## config.mk

```make
export PLATFORM = sky130hd
export DESIGN_NAME = pipe_ctrl_flat
export DESIGN_NICKNAME = d
export VERILOG_FILES = /design/src/rtl/pipe_ctrl_if.sv /design/src/rtl/pipe_ctrl.sv /design/src/flat_wrapper.sv
export SDC_FILE = /design/constraint.sdc
export NUM_CORES = 1
export LEC_CHECK = 0
export ABC_AREA = 1
export BUFFER_PORTS_ARGS = -buffer_cell sky130_fd_sc_hd__buf_2
export CORE_MARGIN = 5
export CORE_UTILIZATION = 40
export DETAILED_ROUTE_END_ITERATION = 8
export GPL_ROUTABILITY_DRIVEN = 0
export PLACE_DENSITY_LB_ADDON = 0.05
export REMOVE_ABC_BUFFERS = 1
export SYNTH_ARGS = -nofsm -noshare
export SYNTH_HDL_FRONTEND = slang
export SYNTH_SLANG_ARGS = --single-unit
```

## constraint.sdc

```tcl
create_clock -name clk -period 2.1 [get_ports clk]
set_clock_uncertainty 0.1 [all_clocks]
set_input_delay 0.42 -clock clk [delete_from_list [all_inputs] [get_ports clk]]
set_output_delay 0.42 -clock clk [all_outputs]
set_load 0.02 [all_outputs]
```

## src/rtl/pipe_ctrl_if.sv

```systemverilog
// Handshake bundle between the EX/ID datapath and the pipeline hazard controller.
// The master side is the core datapath; the slave side is pipe_ctrl.
interface pipe_ctrl_if #(
  parameter int ADDR_W = 32
);
  logic              jump_en_i;
  logic [ADDR_W-1:0] jump_addr_i;
  logic              ex_mem_read_i;
  logic [4:0]        ex_rd_addr_i;
  logic [4:0]        id_rs1_addr_i;
  logic [4:0]        id_rs2_addr_i;
  logic              id_rs1_used_i;
  logic              id_rs2_used_i;
  logic              mdu_start_i;
  logic              mdu_done_i;
  logic              bus_stall_i;

  logic              stall_pc_o;
  logic              stall_if_id_o;
  logic              stall_id_ex_o;
  logic              flush_if_id_o;
  logic              flush_id_ex_o;
  logic              jump_en_o;
  logic [ADDR_W-1:0] jump_addr_o;
  logic              mdu_timeout_o;
  logic [1:0]        state_o;

  modport master (
    output jump_en_i, jump_addr_i, ex_mem_read_i, ex_rd_addr_i,
           id_rs1_addr_i, id_rs2_addr_i, id_rs1_used_i, id_rs2_used_i,
           mdu_start_i, mdu_done_i, bus_stall_i,
    input  stall_pc_o, stall_if_id_o, stall_id_ex_o, flush_if_id_o,
           flush_id_ex_o, jump_en_o, jump_addr_o, mdu_timeout_o, state_o
  );

  modport slave (
    input  jump_en_i, jump_addr_i, ex_mem_read_i, ex_rd_addr_i,
           id_rs1_addr_i, id_rs2_addr_i, id_rs1_used_i, id_rs2_used_i,
           mdu_start_i, mdu_done_i, bus_stall_i,
    output stall_pc_o, stall_if_id_o, stall_id_ex_o, flush_if_id_o,
           flush_id_ex_o, jump_en_o, jump_addr_o, mdu_timeout_o, state_o
  );
endinterface

```

## src/rtl/pipe_ctrl.sv

```systemverilog
// Hazard/sequencing controller for the 5-stage core: stalls and flushes PC,
// IF/ID and ID/EX for redirects, load-use, multi-cycle MDU ops and bus stalls.
module pipe_ctrl #(
  parameter int ADDR_W      = 32,
  parameter int MDU_TIMEOUT = 64,
  parameter int CNT_W       = 7
) (
  input  logic       clk,
  input  logic       rst,
  pipe_ctrl_if.slave ctrl
);

  typedef enum logic [1:0] {
    RUN       = 2'd0,
    MDU_WAIT  = 2'd1,
    JUMP_PEND = 2'd2,
    ILLEGAL   = 2'd3
  } state_e;

  localparam logic [CNT_W-1:0] CNT_LAST = CNT_W'(MDU_TIMEOUT - 1);

  state_e            state_q, state_d;
  logic [CNT_W-1:0]  cnt_q, cnt_d;
  logic [ADDR_W-1:0] pend_q, pend_d;
  logic              tmo_q, tmo_d;

  logic              stall_pc, stall_if_id, stall_id_ex;
  logic              flush_if_id, flush_id_ex, jump_en;
  logic [ADDR_W-1:0] jump_addr;
  logic              load_use;

  assign load_use = ctrl.ex_mem_read_i && (ctrl.ex_rd_addr_i != 5'd0) &&
                    ((ctrl.id_rs1_used_i && (ctrl.id_rs1_addr_i == ctrl.ex_rd_addr_i)) ||
                     (ctrl.id_rs2_used_i && (ctrl.id_rs2_addr_i == ctrl.ex_rd_addr_i)));

  always_ff @(posedge clk or negedge rst) begin
    if (!rst) begin
      state_q <= RUN;
      cnt_q   <= '0;
      pend_q  <= '0;
      tmo_q   <= 1'b0;
    end else begin
      state_q <= state_d;
      cnt_q   <= cnt_d;
      pend_q  <= pend_d;
      tmo_q   <= tmo_d;
    end
  end

  always_comb begin
    state_d     = state_q;
    cnt_d       = cnt_q;
    pend_d      = pend_q;
    tmo_d       = tmo_q;
    stall_pc    = 1'b0;
    stall_if_id = 1'b0;
    stall_id_ex = 1'b0;
    flush_if_id = 1'b0;
    flush_id_ex = 1'b0;
    jump_en     = 1'b0;
    jump_addr   = '0;

    unique case (state_q)
      RUN, ILLEGAL: begin
        if (ctrl.bus_stall_i) begin
          {stall_pc, stall_if_id, stall_id_ex} = '1;
          if (ctrl.jump_en_i) begin
            pend_d  = ctrl.jump_addr_i;
            state_d = JUMP_PEND;
          end
        end else if (ctrl.jump_en_i) begin
          jump_en     = 1'b1;
          jump_addr   = ctrl.jump_addr_i;
          flush_if_id = 1'b1;
          flush_id_ex = 1'b1;
        end else if (ctrl.mdu_start_i) begin
          {stall_pc, stall_if_id, stall_id_ex} = '1;
          cnt_d   = '0;
          state_d = MDU_WAIT;
        end else if (load_use) begin
          stall_pc    = 1'b1;
          stall_if_id = 1'b1;
          flush_id_ex = 1'b1;
        end
      end

      MDU_WAIT: begin
        if (ctrl.mdu_done_i && !ctrl.bus_stall_i) begin
          state_d = RUN;
        end else if (cnt_q == CNT_LAST) begin
          tmo_d   = 1'b1;
          state_d = RUN;
        end else begin
          {stall_pc, stall_if_id, stall_id_ex} = '1;
          cnt_d = cnt_q + CNT_W'(1);
        end
      end

      JUMP_PEND: begin
        if (ctrl.bus_stall_i) begin
          {stall_pc, stall_if_id, stall_id_ex} = '1;
        end else begin
          jump_en     = 1'b1;
          jump_addr   = pend_q;
          flush_if_id = 1'b1;
          flush_id_ex = 1'b1;
          state_d     = RUN;
        end
      end
    endcase

    // The unused encoding behaves like RUN for one cycle but always lands in RUN.
    if (state_q == ILLEGAL) state_d = RUN;
  end

  // Outputs are combinational, so they must also be masked while reset is held.
  assign ctrl.stall_pc_o    = rst && stall_pc;
  assign ctrl.stall_if_id_o = rst && stall_if_id;
  assign ctrl.stall_id_ex_o = rst && stall_id_ex;
  assign ctrl.flush_if_id_o = rst && flush_if_id;
  assign ctrl.flush_id_ex_o = rst && flush_id_ex;
  assign ctrl.jump_en_o     = rst && jump_en;
  assign ctrl.jump_addr_o   = rst ? jump_addr : '0;
  assign ctrl.mdu_timeout_o = tmo_q;
  assign ctrl.state_o       = state_q;

endmodule

```

## src/flat_wrapper.sv

```systemverilog
// flat-port wrapper written by rule: the top's interface ports become plain ports
module pipe_ctrl_flat 
#(
  parameter int ADDR_W      = 32,
  parameter int MDU_TIMEOUT = 64,
  parameter int CNT_W       = 7
)
  (clk, rst, ctrl_jump_en_i, ctrl_jump_addr_i, ctrl_ex_mem_read_i, ctrl_ex_rd_addr_i, ctrl_id_rs1_addr_i, ctrl_id_rs2_addr_i, ctrl_id_rs1_used_i, ctrl_id_rs2_used_i, ctrl_mdu_start_i, ctrl_mdu_done_i, ctrl_bus_stall_i, ctrl_stall_pc_o, ctrl_stall_if_id_o, ctrl_stall_id_ex_o, ctrl_flush_if_id_o, ctrl_flush_id_ex_o, ctrl_jump_en_o, ctrl_jump_addr_o, ctrl_mdu_timeout_o, ctrl_state_o);
  pipe_ctrl_if #(.ADDR_W(ADDR_W)) ctrl_i ();
  input  logic clk;
  input  logic rst;
  input wire logic [$bits(ctrl_i.jump_en_i)-1:0] ctrl_jump_en_i;
  input wire logic [$bits(ctrl_i.jump_addr_i)-1:0] ctrl_jump_addr_i;
  input wire logic [$bits(ctrl_i.ex_mem_read_i)-1:0] ctrl_ex_mem_read_i;
  input wire logic [$bits(ctrl_i.ex_rd_addr_i)-1:0] ctrl_ex_rd_addr_i;
  input wire logic [$bits(ctrl_i.id_rs1_addr_i)-1:0] ctrl_id_rs1_addr_i;
  input wire logic [$bits(ctrl_i.id_rs2_addr_i)-1:0] ctrl_id_rs2_addr_i;
  input wire logic [$bits(ctrl_i.id_rs1_used_i)-1:0] ctrl_id_rs1_used_i;
  input wire logic [$bits(ctrl_i.id_rs2_used_i)-1:0] ctrl_id_rs2_used_i;
  input wire logic [$bits(ctrl_i.mdu_start_i)-1:0] ctrl_mdu_start_i;
  input wire logic [$bits(ctrl_i.mdu_done_i)-1:0] ctrl_mdu_done_i;
  input wire logic [$bits(ctrl_i.bus_stall_i)-1:0] ctrl_bus_stall_i;
  output wire logic [$bits(ctrl_i.stall_pc_o)-1:0] ctrl_stall_pc_o;
  output wire logic [$bits(ctrl_i.stall_if_id_o)-1:0] ctrl_stall_if_id_o;
  output wire logic [$bits(ctrl_i.stall_id_ex_o)-1:0] ctrl_stall_id_ex_o;
  output wire logic [$bits(ctrl_i.flush_if_id_o)-1:0] ctrl_flush_if_id_o;
  output wire logic [$bits(ctrl_i.flush_id_ex_o)-1:0] ctrl_flush_id_ex_o;
  output wire logic [$bits(ctrl_i.jump_en_o)-1:0] ctrl_jump_en_o;
  output wire logic [$bits(ctrl_i.jump_addr_o)-1:0] ctrl_jump_addr_o;
  output wire logic [$bits(ctrl_i.mdu_timeout_o)-1:0] ctrl_mdu_timeout_o;
  output wire logic [$bits(ctrl_i.state_o)-1:0] ctrl_state_o;
  assign ctrl_i.jump_en_i = ctrl_jump_en_i;
  assign ctrl_i.jump_addr_i = ctrl_jump_addr_i;
  assign ctrl_i.ex_mem_read_i = ctrl_ex_mem_read_i;
  assign ctrl_i.ex_rd_addr_i = ctrl_ex_rd_addr_i;
  assign ctrl_i.id_rs1_addr_i = ctrl_id_rs1_addr_i;
  assign ctrl_i.id_rs2_addr_i = ctrl_id_rs2_addr_i;
  assign ctrl_i.id_rs1_used_i = ctrl_id_rs1_used_i;
  assign ctrl_i.id_rs2_used_i = ctrl_id_rs2_used_i;
  assign ctrl_i.mdu_start_i = ctrl_mdu_start_i;
  assign ctrl_i.mdu_done_i = ctrl_mdu_done_i;
  assign ctrl_i.bus_stall_i = ctrl_bus_stall_i;
  assign ctrl_stall_pc_o = ctrl_i.stall_pc_o;
  assign ctrl_stall_if_id_o = ctrl_i.stall_if_id_o;
  assign ctrl_stall_id_ex_o = ctrl_i.stall_id_ex_o;
  assign ctrl_flush_if_id_o = ctrl_i.flush_if_id_o;
  assign ctrl_flush_id_ex_o = ctrl_i.flush_id_ex_o;
  assign ctrl_jump_en_o = ctrl_i.jump_en_o;
  assign ctrl_jump_addr_o = ctrl_i.jump_addr_o;
  assign ctrl_mdu_timeout_o = ctrl_i.mdu_timeout_o;
  assign ctrl_state_o = ctrl_i.state_o;
  pipe_ctrl #(.ADDR_W(ADDR_W), .MDU_TIMEOUT(MDU_TIMEOUT), .CNT_W(CNT_W)) u_core (.clk(clk), .rst(rst), .ctrl(ctrl_i));
endmodule
```

# [Word-level counts from Yosys, hierarchy flattened]
# Cells that the tools add are included.
[word_totals] elab_cells=81 regBits=42 out_inout_bits=41 input_bits=56
[op_classes] n_bitwise=1 n_reduce_logical=19 muxes=40 add_sub_neg=1 eq_ne=16
[op_table] cell="$mux W32" n=4
[op_table] cell="$pmux W32 S2" n=1
[op_table] cell="$mux W7" n=5
[op_table] cell="$mux W1" n=16
[op_table] cell="$mux W2" n=8
[op_table] cell="$pmux W7 S2" n=1
[op_table] cell="$ne A4 B3 Y1 const B" n=3
[op_table] cell="$eq A5 B5 Y1" n=2
[op_table] cell="$ne A2 B2 Y1 const B" n=5
[op_table] cell="$logic_and A1 B1 Y1" n=9
[op_table] cell="$add A7 B1 Y7 const B" n=1
[op_table] cell="$eq A7 B6 Y1 const B" n=1
[op_table] cell="$pmux W1 S3" n=2
[op_table] cell="$pmux W2 S3" n=1
[op_table] cell="$reduce_and A3 Y1" n=2
[op_table] cell="$reduce_and A6 Y1" n=1
[op_table] cell="$reduce_and A5 Y1" n=1
[op_table] cell="$reduce_bool A5 Y1" n=1
[op_table] cell="$eq A2 B2 Y1 const B" n=2
[op_table] cell="$ne A4 B1 Y1 const B" n=1
[op_table] cell="$pmux W1 S2" n=2
[op_table] cell="$ne A3 B2 Y1 const B" n=1
[op_table] cell="$eq A2 B1 Y1 const B" n=1
[op_table] cell="$logic_not A2 Y1" n=1
[op_table] cell="5 further kinds" n=5

# [Longest topological paths before layout]
# Gate-level depths: netlist (run 1).
[depth] depth_word=10 mapped_depth=11 depth_no_buf=10

# [Least setup slack after synthesis (run 1)]
# Ideal clock, no wire load.
[synth_timing] path_kind="flip-flop to output port" from="reg u_core.state_q[1], in the netlist u_core.ctrl.state_o[1]" to="out ctrl_stall_pc_o" t_arrival_ns=1.911 slack_ns=-0.331 required_ns=1.580 path_stages_with_launch=12 path_buffers=1 cell_sequence="dfrtp_1 -> inv_1 -> ha_1 -> inv_1 -> a21oi_4 -> nand2_2 -> nand2_1 -> nand2_1 -> nor2_2 -> inv_1 -> nand2_1 -> buf_4"
[synth_via] elab_chain_len=4 word_cells_on_any_way=7 classes_between="3 x eq/ne; 1 x mux; 3 x reduce/logical"
[synth_rtl] item="start: declaration" line="pipe_ctrl.sv:22" text="state_e state_q, state_d;"
[synth_rtl] item="start signal: assignment" line="pipe_ctrl.sv:43" text="state_q <= state_d;"
[synth_rtl] item="$eq A2 B2 Y1 / $logic_not A2 Y1 (equally long branches)"
[synth_rtl] item="$reduce_or A2 Y1"
[synth_rtl] item="$pmux W1 S3 (*)"
[synth_rtl] item="$logic_and A1 B1 Y1 (*)"
[synth_rtl] item="end: declaration" line="flat_wrapper.sv:23" text="output wire logic [$bits(ctrl_i.stall_pc_o)-1:0] ctrl_stall_pc_o;"
# Every way passes the cells marked *; elsewhere a longest branch is shown, timed or not.

# [Worst setup path after layout (run 1)]
[layout_timing] from="reg u_core.state_q[1], in the netlist u_core.ctrl.state_o[1]" to="out ctrl_jump_addr_o[5]"
[layout_via] elab_chain_len=4 word_cells_on_any_way=6 classes_between="2 x eq/ne; 2 x mux; 2 x reduce/logical"
[layout_rtl] item="$eq A2 B2 Y1 / $logic_not A2 Y1 (equally long branches)" line="pipe_ctrl.sv:63" text="unique case (state_q)"
[layout_rtl] item="$reduce_or A2 Y1" line="pipe_ctrl.sv:63"
[layout_rtl] item="$pmux W32 S2 (*)" line="pipe_ctrl.sv:63"
[layout_rtl] item="$mux W32 (*)" line="pipe_ctrl.sv:123" text="assign ctrl.jump_addr_o = rst ? jump_addr : '0;"
[layout_rtl] item="end: declaration" line="flat_wrapper.sv:29" text="output wire logic [$bits(ctrl_i.jump_addr_o)-1:0] ctrl_jump_addr_o;"
# Marked as above.

==> results.md, run 1 <==
- The run finished, with violations left.
- The checks that failed: negative setup slack.
- The starting utilization of the core area is 0.411.
- The remaining global-route overflow is 0.
- The total of flip-flops plus latches after synthesis is 42.
- At the worst endpoint, the required time is 1.58 ns.
- The number of warnings issued by yosys is 0.
- TritonCTS built the clock tree.
- The cell area that synthesis handed to floorplanning was 2610 um^2.
- Data on the critical path arrives at its endpoint at 1.83 ns.
- The pin count of the biggest net entering global routing is 43.
- The final routed wire length divided by cell count is 15.1 um.
- The critical path is of the flip-flop to output pin type.
- The number of antenna violations at the first check in global routing is 0.
- Buffers inserted to repair hold after CTS numbered 0.
- Summing all placed instances gives a cell area of 3210 um^2.
- The aggregate routed wire length is 7580 um.
- The worst setup path is captured at an output pin.
- Synthesis handed over a netlist of 303 instances.
- The final count of hold timing violations came to 0.
- The share of cells above drive strength 1 is 0.538.
- Power comes to 4380 uW.
- The synthesized area per cell is 8.62 um^2.
- The critical path launch point type is a flip-flop.
- The smallest clock period supported by the final layout is computed as 2.35 ns.
- The number of DRC violations after detailed routing is 0.
- Counting the buffers created by CTS gives 5.
- The post-synthesis sequential area ratio is 0.402.
- Setup violations remaining at the end of the flow were counted as 38.
- The HPWL after detailed placement is 4800 um.
- The peak supply drop is 0.000541 V.
- For this design the static power due to leakage is 0.00190 uW.
- The transition time at the pin with the least slew margin is 0.551 ns.
- The worst hold path class is input port to async pin.
- Once placement completed, the tool counted placed cells totaling 474.
- Headroom to the max-slew limit came out at 0.633.
- The quantity of I/O buffers inserted on ports is 96.
- The utilization after layout is 0.628.
- The horizontal die dimension is 90.8 um.
- The count of nets left with antenna violations once routing finished came out at 0.
- The floorplan row count is 29.
- The via count of the first global-routing pass is 2624.
- The tree is rooted in a sky130_fd_sc_hd__clkbuf_8.
- Dividing the detail-routed via count by the number of cells gives 5.03.
- The critical-path maximum fanout is 5.
- The clock drives 42 sinks.
- The die covers 8250 um^2.
- The die is 90.8 um tall.
- The number of antenna diodes in the final layout is 0.
- The post-layout worst setup margin is -0.248 ns.
- 97 I/O pins were placed.
- The first detailed-routing pass took 4 iterations.
- The clock latency of the later-clocked register in the worst-skew pair is 0.30 ns.
- Max-cap violations in this run came to 0.
- The placeable core region is 6350 um^2.
- The combined global-route utilization of all metal layers is 0.175.
- Setup repair after global routing could not meet its margin everywhere.
- The clock tree buffer depth is 2.
- The max-slew violation count is 0.
- The distinct cell type count of the synthesized netlist is 33.
- The first global-routing pass estimated 12000 um of wire.
- The number of design-rule violations left by the first detailed-router iteration is 106.
- The finished cells cover 3990 um^2.
- The power density of the placed cells is 1100 nW/um^2.
- The H-tree depth is 2.
- Derived from the worst setup path, the maximum achievable clock frequency is 0.426 GHz.
- The count of nets after finishing is 485.
- From synthesis to final layout, the design area changed by 52.6%.
- For this run, the number of standard cells in the final layout without fillers is 501.
- The clock input transition at the sequential cells of the worst setup and hold paths is 0.09 ns.
- The detailed-route via count is 2518.
- Dividing the final minimum period by the clock period gives 1.12.
## stage by stage
| step | worst slack [ns] | TNS, ns | hold WS [ns] |
|---|---|---|---|
| finish | -0.248 | -7.72 | 0.205 |
| CTS | -0.215 | -6.88 | 0.217 |
| global route | -0.312 | -10.15 | 0.246 |
| global placement | -0.123 | -1.57 | 0.356 |
| detailed placement | -0.142 | -2.26 | 0.384 |
| floorplan | -1.04 | -15.14 | 0.0244 |
## routing by layer
layer	track usage	vias up	routed length, um
met3	0.0517	12	450
li1	-	1251	-
met5	0	-	0
met1	0.220	1174	3210
met2	0.294	81	3790
met4	0.0440	0	130
## worst paths after layout
| check | startpoint | to | slack [ns] | cells after the start |
|---|---|---|---|---|
| setup / recovery | u_core.ctrl.state_o[1] | ctrl_jump_addr_o[5] | -0.25 | 10 |
| hold / removal | rst | u_core.cnt_q[2] | 0.21 | 2 |
| setup reg to reg | u_core.ctrl.state_o[1] | u_core.pend_q[17] | 0.17 | 7 |
| hold reg to reg | u_core.ctrl.mdu_timeout_o | u_core.ctrl.mdu_timeout_o | 0.39 | 1 |
| max in group asynchronous | rst | u_core.pend_q[28] | 1.31 | 2 |
| min in group clk | ctrl_jump_addr_i[10] | u_core.pend_q[10] | 0.26 | 2 |
## timing repair
item	4_1_cts	5_1_grt
gates resized for setup	96	27
pin swaps	12	13
buffers inserted	12	1
endpoints found under the setup margin	41	70
cloned	4	3
## state kept, by name, indices dropped and copies added, names as in the netlist
| name | flops |
|---|---|
| u_core.ctrl.state_o | 2 |
| u_core.cnt_q | 7 |
| u_core.pend_q | 32 |
| u_core.ctrl.mdu_timeout_o | 1 |
## cell type report
class	count	area, um^2
Multi-Input combinational cell	217	1610
Clock buffer	6	82.6
Tap cell	77	96.3
Clock inverter	2	12.5
Timing Repair inverter	2	27.5
Fill cell	542	2360
Timing Repair Buffer	124	946
Sequential cell	42	1050
Inverter	31	158
## synthesized netlist by cell type
cell type / n / area, um^2
sky130_fd_sc_hd__xor2_1: 3 / 26.3
sky130_fd_sc_hd__nand3_4: 1 / 17.5
sky130_fd_sc_hd__dfrtp_1: 42 / 1050
sky130_fd_sc_hd__nand2_1: 53 / 199
sky130_fd_sc_hd__nor2_1: 52 / 195
sky130_fd_sc_hd__a22oi_1: 32 / 240
sky130_fd_sc_hd__buf_4: 5 / 37.5
sky130_fd_sc_hd__a21oi_1: 2 / 10.0
sky130_fd_sc_hd__inv_2: 3 / 11.3
sky130_fd_sc_hd__nor2_2: 1 / 6.26
sky130_fd_sc_hd__mux2_2: 29 / 327
sky130_fd_sc_hd__nand4_1: 2 / 12.5
sky130_fd_sc_hd__clkbuf_1: 3 / 11.3
sky130_fd_sc_hd__o21ai_1: 2 / 10.0
sky130_fd_sc_hd__o21ai_0: 8 / 40.0
sky130_fd_sc_hd__o211ai_1: 1 / 7.51
sky130_fd_sc_hd__a31o_2: 1 / 8.76
sky130_fd_sc_hd__o21ai_2: 1 / 8.76
sky130_fd_sc_hd__buf_6: 3 / 33.8
sky130_fd_sc_hd__buf_2: 3 / 15.0
sky130_fd_sc_hd__inv_4: 1 / 6.26
sky130_fd_sc_hd__xnor2_1: 1 / 8.76
sky130_fd_sc_hd__nand2_4: 1 / 11.3
sky130_fd_sc_hd__mux2_1: 3 / 33.8
sky130_fd_sc_hd__nor3_1: 1 / 5.00
sky130_fd_sc_hd__nand3_1: 10 / 50.1
sky130_fd_sc_hd__or2_2: 1 / 6.26
sky130_fd_sc_hd__a21oi_4: 1 / 16.3
sky130_fd_sc_hd__ha_1: 6 / 75.1
sky130_fd_sc_hd__nand3_2: 1 / 10.0
sky130_fd_sc_hd__nand2_2: 2 / 12.5
sky130_fd_sc_hd__inv_1: 27 / 101
sky130_fd_sc_hd__o21bai_1: 1 / 7.51
## critical path: stages (launching register included)
cell and delay (ns):
sky130_fd_sc_hd__dfrtp_1 0.39, sky130_fd_sc_hd__inv_2 0.08, sky130_fd_sc_hd__ha_4 0.29, sky130_fd_sc_hd__inv_4 0.04, sky130_fd_sc_hd__nand2_4 0.09, sky130_fd_sc_hd__inv_8 0.05
sky130_fd_sc_hd__buf_12 0.12, sky130_fd_sc_hd__clkbuf_16 0.15, sky130_fd_sc_hd__a22oi_2 0.11, sky130_fd_sc_hd__nor2_1 0.06, sky130_fd_sc_hd__buf_4 0.15
## placed cells by master (no fill, tap or decap), types with 2 or more instances in the layout
master                     instances
sky130_fd_sc_hd__ha_1              2
sky130_fd_sc_hd__buf_12            5
sky130_fd_sc_hd__inv_8             2
sky130_fd_sc_hd__buf_16            2
sky130_fd_sc_hd__nor2_1           50
sky130_fd_sc_hd__o21ai_0           8
sky130_fd_sc_hd__nor2_2            3
sky130_fd_sc_hd__a21oi_4           2
sky130_fd_sc_hd__nand3_4           2
sky130_fd_sc_hd__clkbuf_8          6
sky130_fd_sc_hd__inv_4             3
sky130_fd_sc_hd__nand2_1          47
sky130_fd_sc_hd__nand3_1          10
sky130_fd_sc_hd__inv_2             3
sky130_fd_sc_hd__a22oi_2          32
sky130_fd_sc_hd__nand2_4           4
sky130_fd_sc_hd__nand2_2           5
sky130_fd_sc_hd__buf_4            45
sky130_fd_sc_hd__o21ai_1           2
sky130_fd_sc_hd__ha_4              3
sky130_fd_sc_hd__dfrtp_1          42
sky130_fd_sc_hd__mux2_2           29
sky130_fd_sc_hd__buf_6            10
sky130_fd_sc_hd__buf_2            60
sky130_fd_sc_hd__inv_1            23
sky130_fd_sc_hd__nand4_1           2
sky130_fd_sc_hd__mux2_1            3
sky130_fd_sc_hd__xor2_1            3
## cell families (layout without fill, tap and decap cells)
group / count (synthesis) / after routing / synth area share
compound gates: 49 / 49 / 0.134
xor+xnor: 4 / 4 / 0.0134
fa+ha+maj: 6 / 6 / 0.0287
buf+inv: 45 / 165 / 0.0829
flops: 42 / 42 / 0.402
mux: 32 / 32 / 0.138
simple gates: 125 / 126 / 0.201
## where the power goes
group	internal, uW	switching (uW)
registers	1160	242
logic	1200	1220
clock network	265	295
Power figures use the tool's default switching activity.
==> run 2, diff against run 1 <==
--- a/config.mk
+++ b/config.mk
@@ -11,8 +11,9 @@
 export CORE_UTILIZATION = 40
 export DETAILED_ROUTE_END_ITERATION = 8
 export GPL_ROUTABILITY_DRIVEN = 0
-export PLACE_DENSITY_LB_ADDON = 0.05
+export PLACE_DENSITY = 0.67
 export REMOVE_ABC_BUFFERS = 1
+export SETUP_SLACK_MARGIN = 0.15
 export SYNTH_ARGS = -nofsm -noshare
 export SYNTH_HDL_FRONTEND = slang
 export SYNTH_SLANG_ARGS = --single-unit
==> results.md, run 2 (synthesis gave the netlist of run 1 again) <==
- The HPWL after detailed placement is 4990 um (+3.9%).
- The cell with the biggest individual delay on the critical path is sky130_fd_sc_hd__dfrtp_1.
- The clock tree buffer depth is 2 (unchanged).
- The final non-filler cell area was 3880 um^2 (-2.8%).
- The total I/O pin count was 97 (unchanged).
- The final count of hold timing violations is 0 (unchanged).
- The final period utilization is 1.12 (about the same).
- The floorplan row count is 29 (unchanged).
- Setup repair after global routing could not meet its margin everywhere.
- The share of cells above drive strength 1 is 0.513 (-0.0248).
- The number of buffers inserted during clock tree synthesis is 5 (unchanged).
- The detailed-route via count came to 2568 (+2.0%).
- The library cells used most frequently in the layout, excluding fill and tap cells, are 59 x sky130_fd_sc_hd__buf_2, 50 x sky130_fd_sc_hd__nor2_1, 47 x sky130_fd_sc_hd__buf_4.
- The final routed wire length divided by cell count came to 14.2 um (-6.3%).
- The share of total power consumed by net switching is 0.392 (-0.00807).
- The clock latency of the later-clocked register in the worst-skew pair was 0.29 ns (about the same).
- The tightest hold margin is 0.155 ns (-0.0504 ns).
- The H-tree depth was 2 (unchanged).
- The top cell family by delay on the critical path is buffers and inverters.
- The number of endpoints failing setup at the final stage was 38 (unchanged).
- The largest register by flop count is u_core.pend_q.
- The count of nets after finishing is 486 (+0.21%).
- The max-slew violation count is 0 (unchanged).
- The power share of the sequential group is 0.329 (+0.009).
- The area of placed instances is 3240 um^2 (+1.1%).
- From synthesis to final layout, the design area changed by 48.4%.
- The path type of the worst setup path is flip-flop to output pin.
- The number of antenna violations at the first check in global routing is 0 (unchanged).
- The post-layout worst setup margin came to -0.246 ns (+0.00221 ns).
- The post-layout minimum cycle time is 2.35 ns (-0.00221 ns).
- The via count of the first global-routing pass came to 2594 (-1.1%).
- The max-slew headroom at the worst pin is 0.662 (+0.0294).
- The placeable core region is 6350 um^2 (unchanged).
- The critical-path maximum fanout was 8 (+3).
- The maximum cell stage delay along the critical path is 0.39 ns (about the same).
- The aggregate routed wire length is 7120 um (-6.1%).
- The number of design-rule violations left by the first detailed-router iteration is 64 (-40%).
- The horizontal die dimension is 90.8 um (unchanged).
- STA classifies the critical path startpoint as a flip-flop.
- Leaving out fill and tap cells, the most frequent cell in the layout is sky130_fd_sc_hd__buf_2.
- The signal on the critical path passes through inv_2 > ha_4 > inv_4 > nand2_4 > inv_8 > buf_6 > buf_16 > a22oi_2 > nor2_1 > buf_4.
- The transition time at the pin with the least slew margin is 0.507 ns (-0.0441 ns).
- The number of max-cap violations is 0 (unchanged).
- The maximum achievable frequency was 0.426 GHz (about the same).
- The via count normalized by instance count is 5.12 (+1.8%).
- The total power came to 4200 uW (-4.0%).
- The utilization after layout is 0.611 (-0.0173).
- The clock share of power is 0.121 (-0.007).
- The starting utilization of the core area is 0.411 (unchanged).
- The first-pass detailed-route iteration total came to 4 (unchanged).
- The number of flip-flops in the largest register came to 32 (unchanged).
- The clock sink total came to 42 (unchanged).
- The clock tree from TritonCTS is done.
- The combined global-route utilization of all metal layers was 0.166 (-0.00886).
- The buffering stage count on the worst path with inverters included is 6 (unchanged).
- The antenna diode count was 0 (unchanged).
- The endpoint arrival time on the critical path came to 1.83 ns (about the same).
- The number of fill cells is 532 (-1.8%).
- The data required time of the worst path is 1.58 ns (about the same).
- The floorplan die area is 8250 um^2 (unchanged).
- The type of element capturing the critical path is an output pin.
- The cell-internal power came to 2550 uW (-2.7%).
- The number of DRC violations after detailed routing is 0 (unchanged).
- The net switching component of the power was 1650 uW (-5.9%).
- The pin count of the biggest net entering global routing is 41 (-4.7%).
- The power density of the placed cells is 1080 nW/um^2 (-1.3%).
- The worst hold path class is input port to async pin.
- The quantity of I/O buffers inserted on ports was 96 (unchanged).
- The remaining global-route overflow is 0 (unchanged).
- The setup TNS is -6.69 ns (+1.03 ns).
- The overall die height was 90.8 um (unchanged).
- The root buffer cell chosen for the clock tree is sky130_fd_sc_hd__clkbuf_8.
- The flow ran to the end, but the final reports show violations.
- The wire length of the first global-routing pass is 11500 um (-4.0%).
- The peak supply drop is 0.000547 V (+1.1%).
- The number of routed nets with antenna violations is 0 (unchanged).
- The final reports fail on negative setup slack.
- The clock input transition at the sequential cells of the worst setup and hold paths is 0.08 ns (about the same).
- The leakage dissipation came to 0.00188 uW (-1.1%).
- The fraction of power consumed by combinational cells was 0.550 (-0.002).
[run 2: cell types whose count changed in the layout (fill, tap and decap cells not counted), moves of 2 or more]
cell	change
sky130_fd_sc_hd__a22oi_2	-10
sky130_fd_sc_hd__a22oi_1	+10
sky130_fd_sc_hd__buf_4	+2
sky130_fd_sc_hd__nand2_2	+2
sky130_fd_sc_hd__buf_6	+3
[run 2: per-layer routing]
layer  global-route usage  vias up  wire length [um]
met5                    0        -                 0
met4               0.0538        0               165
met3               0.0408       16               374
met2                0.299       74              3760
met1                0.192     1225              2820
li1                     -     1253                 -
[run 2: path summary, 6_finish.rpt]
check	start	end	slack [ns]	cells past startpoint
worst max-delay path	u_core.ctrl.state_o[0]	ctrl_jump_addr_o[29]	-0.25	10
worst min-delay path	rst	u_core.cnt_q[2]	0.15	2
worst max register to register	u_core.ctrl.state_o[0]	u_core.pend_q[4]	0.22	8
worst min register to register	u_core.ctrl.mdu_timeout_o	u_core.ctrl.mdu_timeout_o	0.40	1
max in group asynchronous	rst	u_core.ctrl.state_o[0]	1.33	2
min in group clk	ctrl_jump_addr_i[10]	u_core.pend_q[10]	0.26	2
[run 2: metrics by stage]
step / instances / worst slack [ns]
final: 502 / -0.246
after detailed placement: 477 / -0.111
after floorplan: 289 / -1.04
after CTS: 496 / -0.216
after global routing: 502 / -0.316
after global placement: 477 / -0.0628
[run 2: layout make-up]
| type | count | area [um^2] | area share |
|---|---|---|---|
| Clock buffer | 6 | 72.6 | 0.0187 |
| Clock inverter | 2 | 13.8 | 0.00355 |
| Inverter | 31 | 136 | 0.0352 |
| Multi-Input combinational cell | 216 | 1540 | 0.397 |
| Sequential cell | 42 | 1050 | 0.271 |
| Tap cell | 77 | 96.3 | 0.0248 |
| Timing Repair Buffer | 127 | 960 | 0.247 |
| Timing Repair inverter | 1 | 8.76 | 0.00226 |
[run 2: repair_timing]
| item | CTS | global route |
|---|---|---|
| pin swaps | 4 | 16 |
| buffers inserted | 7 | 6 |
| hold endpoints to repair | 2 | 0 |
| hold buffers | 1 | 0 |
| cloned | 3 | 0 |
| setup endpoints to repair | 38 | 53 |
| resized for setup | 86 | 24 |
[run 2: power by group through the flow]
stage	combinational, uW	sequential [uW]	clock, uW
CTS	2160	1370	524
global route	2500	1420	551
floorplan	1140	1330	0
finish	2310	1380	508
detailed placement	1730	1360	0
global placement	1690	1340	0
==> run 3, diff against run 2 <==
--- a/config.mk
+++ b/config.mk
@@ -7,7 +7,6 @@
 export LEC_CHECK = 0
 export ABC_AREA = 1
 export BUFFER_PORTS_ARGS = -buffer_cell sky130_fd_sc_hd__buf_2
-export CORE_MARGIN = 5
 export CORE_UTILIZATION = 40
 export DETAILED_ROUTE_END_ITERATION = 8
 export GPL_ROUTABILITY_DRIVEN = 0
@@ -17,3 +16,4 @@
 export SYNTH_ARGS = -nofsm -noshare
 export SYNTH_HDL_FRONTEND = slang
 export SYNTH_SLANG_ARGS = --single-unit
+export TNS_END_PERCENT = 30
==> results.md, run 3 (synthesis gave the netlist of run 1 again) <==
- The flow ran to the end, but the final reports show violations.
- The final reports fail on negative setup slack.
- The data required time of the worst path was 1.58 ns (about the same).
- The buffering stage count on the worst path with inverters included came to 6 (unchanged).
- The post-layout minimum cycle time is 2.37 ns (+0.0196 ns).
- The number of DRC violations after detailed routing is 0 (unchanged).
- Clock tree synthesis selected as its root buffer the cell sky130_fd_sc_hd__clkbuf_8.
- The floorplan die area came to 6860 um^2 (-17%).
- The number of design-rule violations left by the first detailed-router iteration was 63 (-1.6%).
- The footprint of the multi-input gates was 1670 um^2 (+8.4%).
- The path type of the worst setup path is flip-flop to output pin.
- The HPWL after detailed placement is 4500 um (-9.8%).
- The number of endpoints failing setup at the final stage is 38 (unchanged).
- The logic depth of the worst register-to-register path is 8 (unchanged).
- The critical-path maximum fanout is 7 (-1).
- The number of placed instances, taps included is 478 (+0.21%).
- The count of nets after finishing is 491 (+1.0%).
- The top cell family by delay on the critical path is buffers and inverters.
- The layout overhead on the synthesized area is 56.5%.
- In this run the worst hold path is classified as input port to async pin.
- The endpoint arrival time on the critical path is 1.85 ns (+0.02 ns).
- The final count of hold timing violations is 0 (unchanged).
- The leakage dissipation is 0.00200 uW (+6.7%).
- The power density of the placed cells is 1150 nW/um^2 (+5.6%).
- The via count of the first global-routing pass is 2621 (+1.0%).
- The final routed wire length divided by cell count is 15.0 um (+5.6%).
- The number of fill cells is 509 (-4.3%).
- The placeable core region is 6310 um^2 (-0.57%).
- The total I/O pin count is 97 (unchanged).
- The H-tree depth came to 2 (unchanged).
- The count of hold buffers inserted by post-cts repair is 0 (-1).
- The post-layout worst setup margin is -0.265 ns (-0.0196 ns).
- The worst setup path is launched from a flip-flop.
- The peak supply drop is 0.000594 V (+8.6%).
- u_core.pend_q holds more flip-flops than any other register.
- The horizontal die dimension is 82.8 um (-8.8%).
- The maximum achievable frequency is 0.423 GHz (-0.83%).
- The total power is 4680 uW (+11%).
- The transition time at the pin with the least slew margin was 0.548 ns (+0.0413 ns).
- The share of cells above drive strength 1 is 0.547 (+0.0336).
- The clock tree from TritonCTS is done.
- The wire length of the first global-routing pass was 11700 um (+2.0%).
- Setup repair after global routing could not meet its margin everywhere.
- The max-slew violation count is 0 (unchanged).
- The setup TNS came to -7.59 ns (-0.898 ns).
- The quantity of I/O buffers inserted on ports is 96 (unchanged).
- The remaining global-route overflow was 0 (unchanged).
- The max-slew headroom at the worst pin is 0.634 (-0.0275).
- The number of antenna violations at the first check in global routing is 0 (unchanged).
- The number of buffers inserted during clock tree synthesis is 5 (unchanged).
- The clock input transition at the sequential cells of the worst setup and hold paths is 0.09 ns (about the same).
- The overall die height came to 82.8 um (-8.8%).
- The clock sink total is 42 (unchanged).
- The clock tree buffer depth came to 2 (unchanged).
- The number of routed nets with antenna violations is 0 (unchanged).
- The number of flip-flops in the largest register is 32 (unchanged).
- The antenna diode count is 0 (unchanged).
- The via count normalized by instance count is 5.15 (+0.67%).
- The final period utilization is 1.13 (+0.00933).
- The cell with the biggest individual delay on the critical path is sky130_fd_sc_hd__dfrtp_1.
- The number of non-filler instances in the completed layout is 507 (+1.0%).
- The clock latency of the later-clocked register in the worst-skew pair is 0.30 ns (about the same).
- The detailed-route via count was 2611 (+1.7%).
- The first-pass detailed-route iteration total is 4 (unchanged).
- The worst setup path is captured at an output pin.
- The area of all sequential standard cells was 1050 um^2 (unchanged).
- The maximum cell stage delay along the critical path is 0.37 ns (-0.02 ns).
- The floorplan row count is 29 (unchanged).
- The most frequent standard cell in the layout excluding fill and tap cells is sky130_fd_sc_hd__buf_2.
- The number of max-cap violations is 0 (unchanged).
- The pin count of the biggest net entering global routing is 43 (+4.9%).
- The combined global-route utilization of all metal layers came to 0.208 (+0.0419).
- The starting utilization of the core area is 0.414 (+0.00236).
- The library cells used most frequently in the layout, excluding fill and tap cells, are 59 x sky130_fd_sc_hd__buf_2, 51 x sky130_fd_sc_hd__buf_4, 48 x sky130_fd_sc_hd__nor2_1.
- The aggregate routed wire length came to 7600 um (+6.7%).
- The number of cells on the critical path is 10 (unchanged).
- Traced cell by cell, the critical path runs through inv_2 > ha_4 > inv_4 > nand2_4 > inv_8 > buf_12 > buf_16 > a22oi_2 > nor2_1 > buf_4.
[run 3: cell count changes in the layout (fill, tap and decap cells not counted), sizes merged]
cell | previous run | this run
buf | 126 | 131
bufinv | 0 | 1
clkinv | 2 | 1
clkinvlp | 0 | 1
dlygate4sd3 | 1 | 0
[run 3: repair_timing]
action | 4_1_cts | 5_1_grt
hold endpoints to repair | 0 | 0
cloned | 3 | 2
setup endpoints to repair | 61 | 61
gates resized for setup | 105 | 36
setup buffers | 13 | 3
pin swaps | 13 | 11
[run 3: routing by layer]
| layer | track usage | up-vias | part of all wire |
|---|---|---|---|
| li1 | - | 1263 | - |
| met2 | 0.378 | 85 | 0.52 |
| met3 | 0.0288 | 18 | 0.044 |
| met4 | 0.0737 | 0 | 0.022 |
| met5 | 0 | - | 0 |
| met1 | 0.250 | 1245 | 0.41 |
[run 3: layout make-up]
| class | instances | share of cell area |
|---|---|---|
| Tap cell | 77 | 0.0236 |
| Timing Repair inverter | 2 | 0.00429 |
| Timing Repair Buffer | 131 | 0.244 |
| Multi-Input combinational cell | 216 | 0.408 |
| Inverter | 31 | 0.0358 |
| Clock buffer | 6 | 0.0178 |
| Sequential cell | 42 | 0.257 |
| Clock inverter | 2 | 0.00918 |
[run 3: per-stage QoR]
stage	utilization	cell area (um^2)	worst slack (ns)	hold WS, ns
final	0.647	4090	-0.265	0.200
after global routing	0.647	4090	-0.333	0.224
after CTS	0.619	3910	-0.240	0.209
after detailed placement	0.515	3250	-0.0949	0.360
after global placement	0.515	3250	-0.0678	0.365
after floorplan	-	2510	-1.04	0.0244
[run 3: where the power goes]
part | internal [uW] | total (uW) | switching, uW | leakage (uW)
Clock | 355 | 644 | 289 | 0.0000514
Sequential | 1160 | 1420 | 256 | 0.000514
Combinational | 1350 | 2620 | 1270 | 0.00144
[run 3: path summary, 6_finish.rpt]
kind / start / endpoint / slack (ns)
worst max-delay path: u_core.ctrl.state_o[1] / ctrl_jump_addr_o[26] / -0.27
worst min-delay path: rst / u_core.pend_q[31] / 0.20
worst max register to register: u_core.ctrl.state_o[1] / u_core.pend_q[27] / 0.15
worst min register to register: u_core.ctrl.mdu_timeout_o / u_core.ctrl.mdu_timeout_o / 0.37
max in group asynchronous: rst / u_core.cnt_q[6] / 1.32
min in group clk: ctrl_jump_addr_i[10] / u_core.pend_q[10] / 0.27
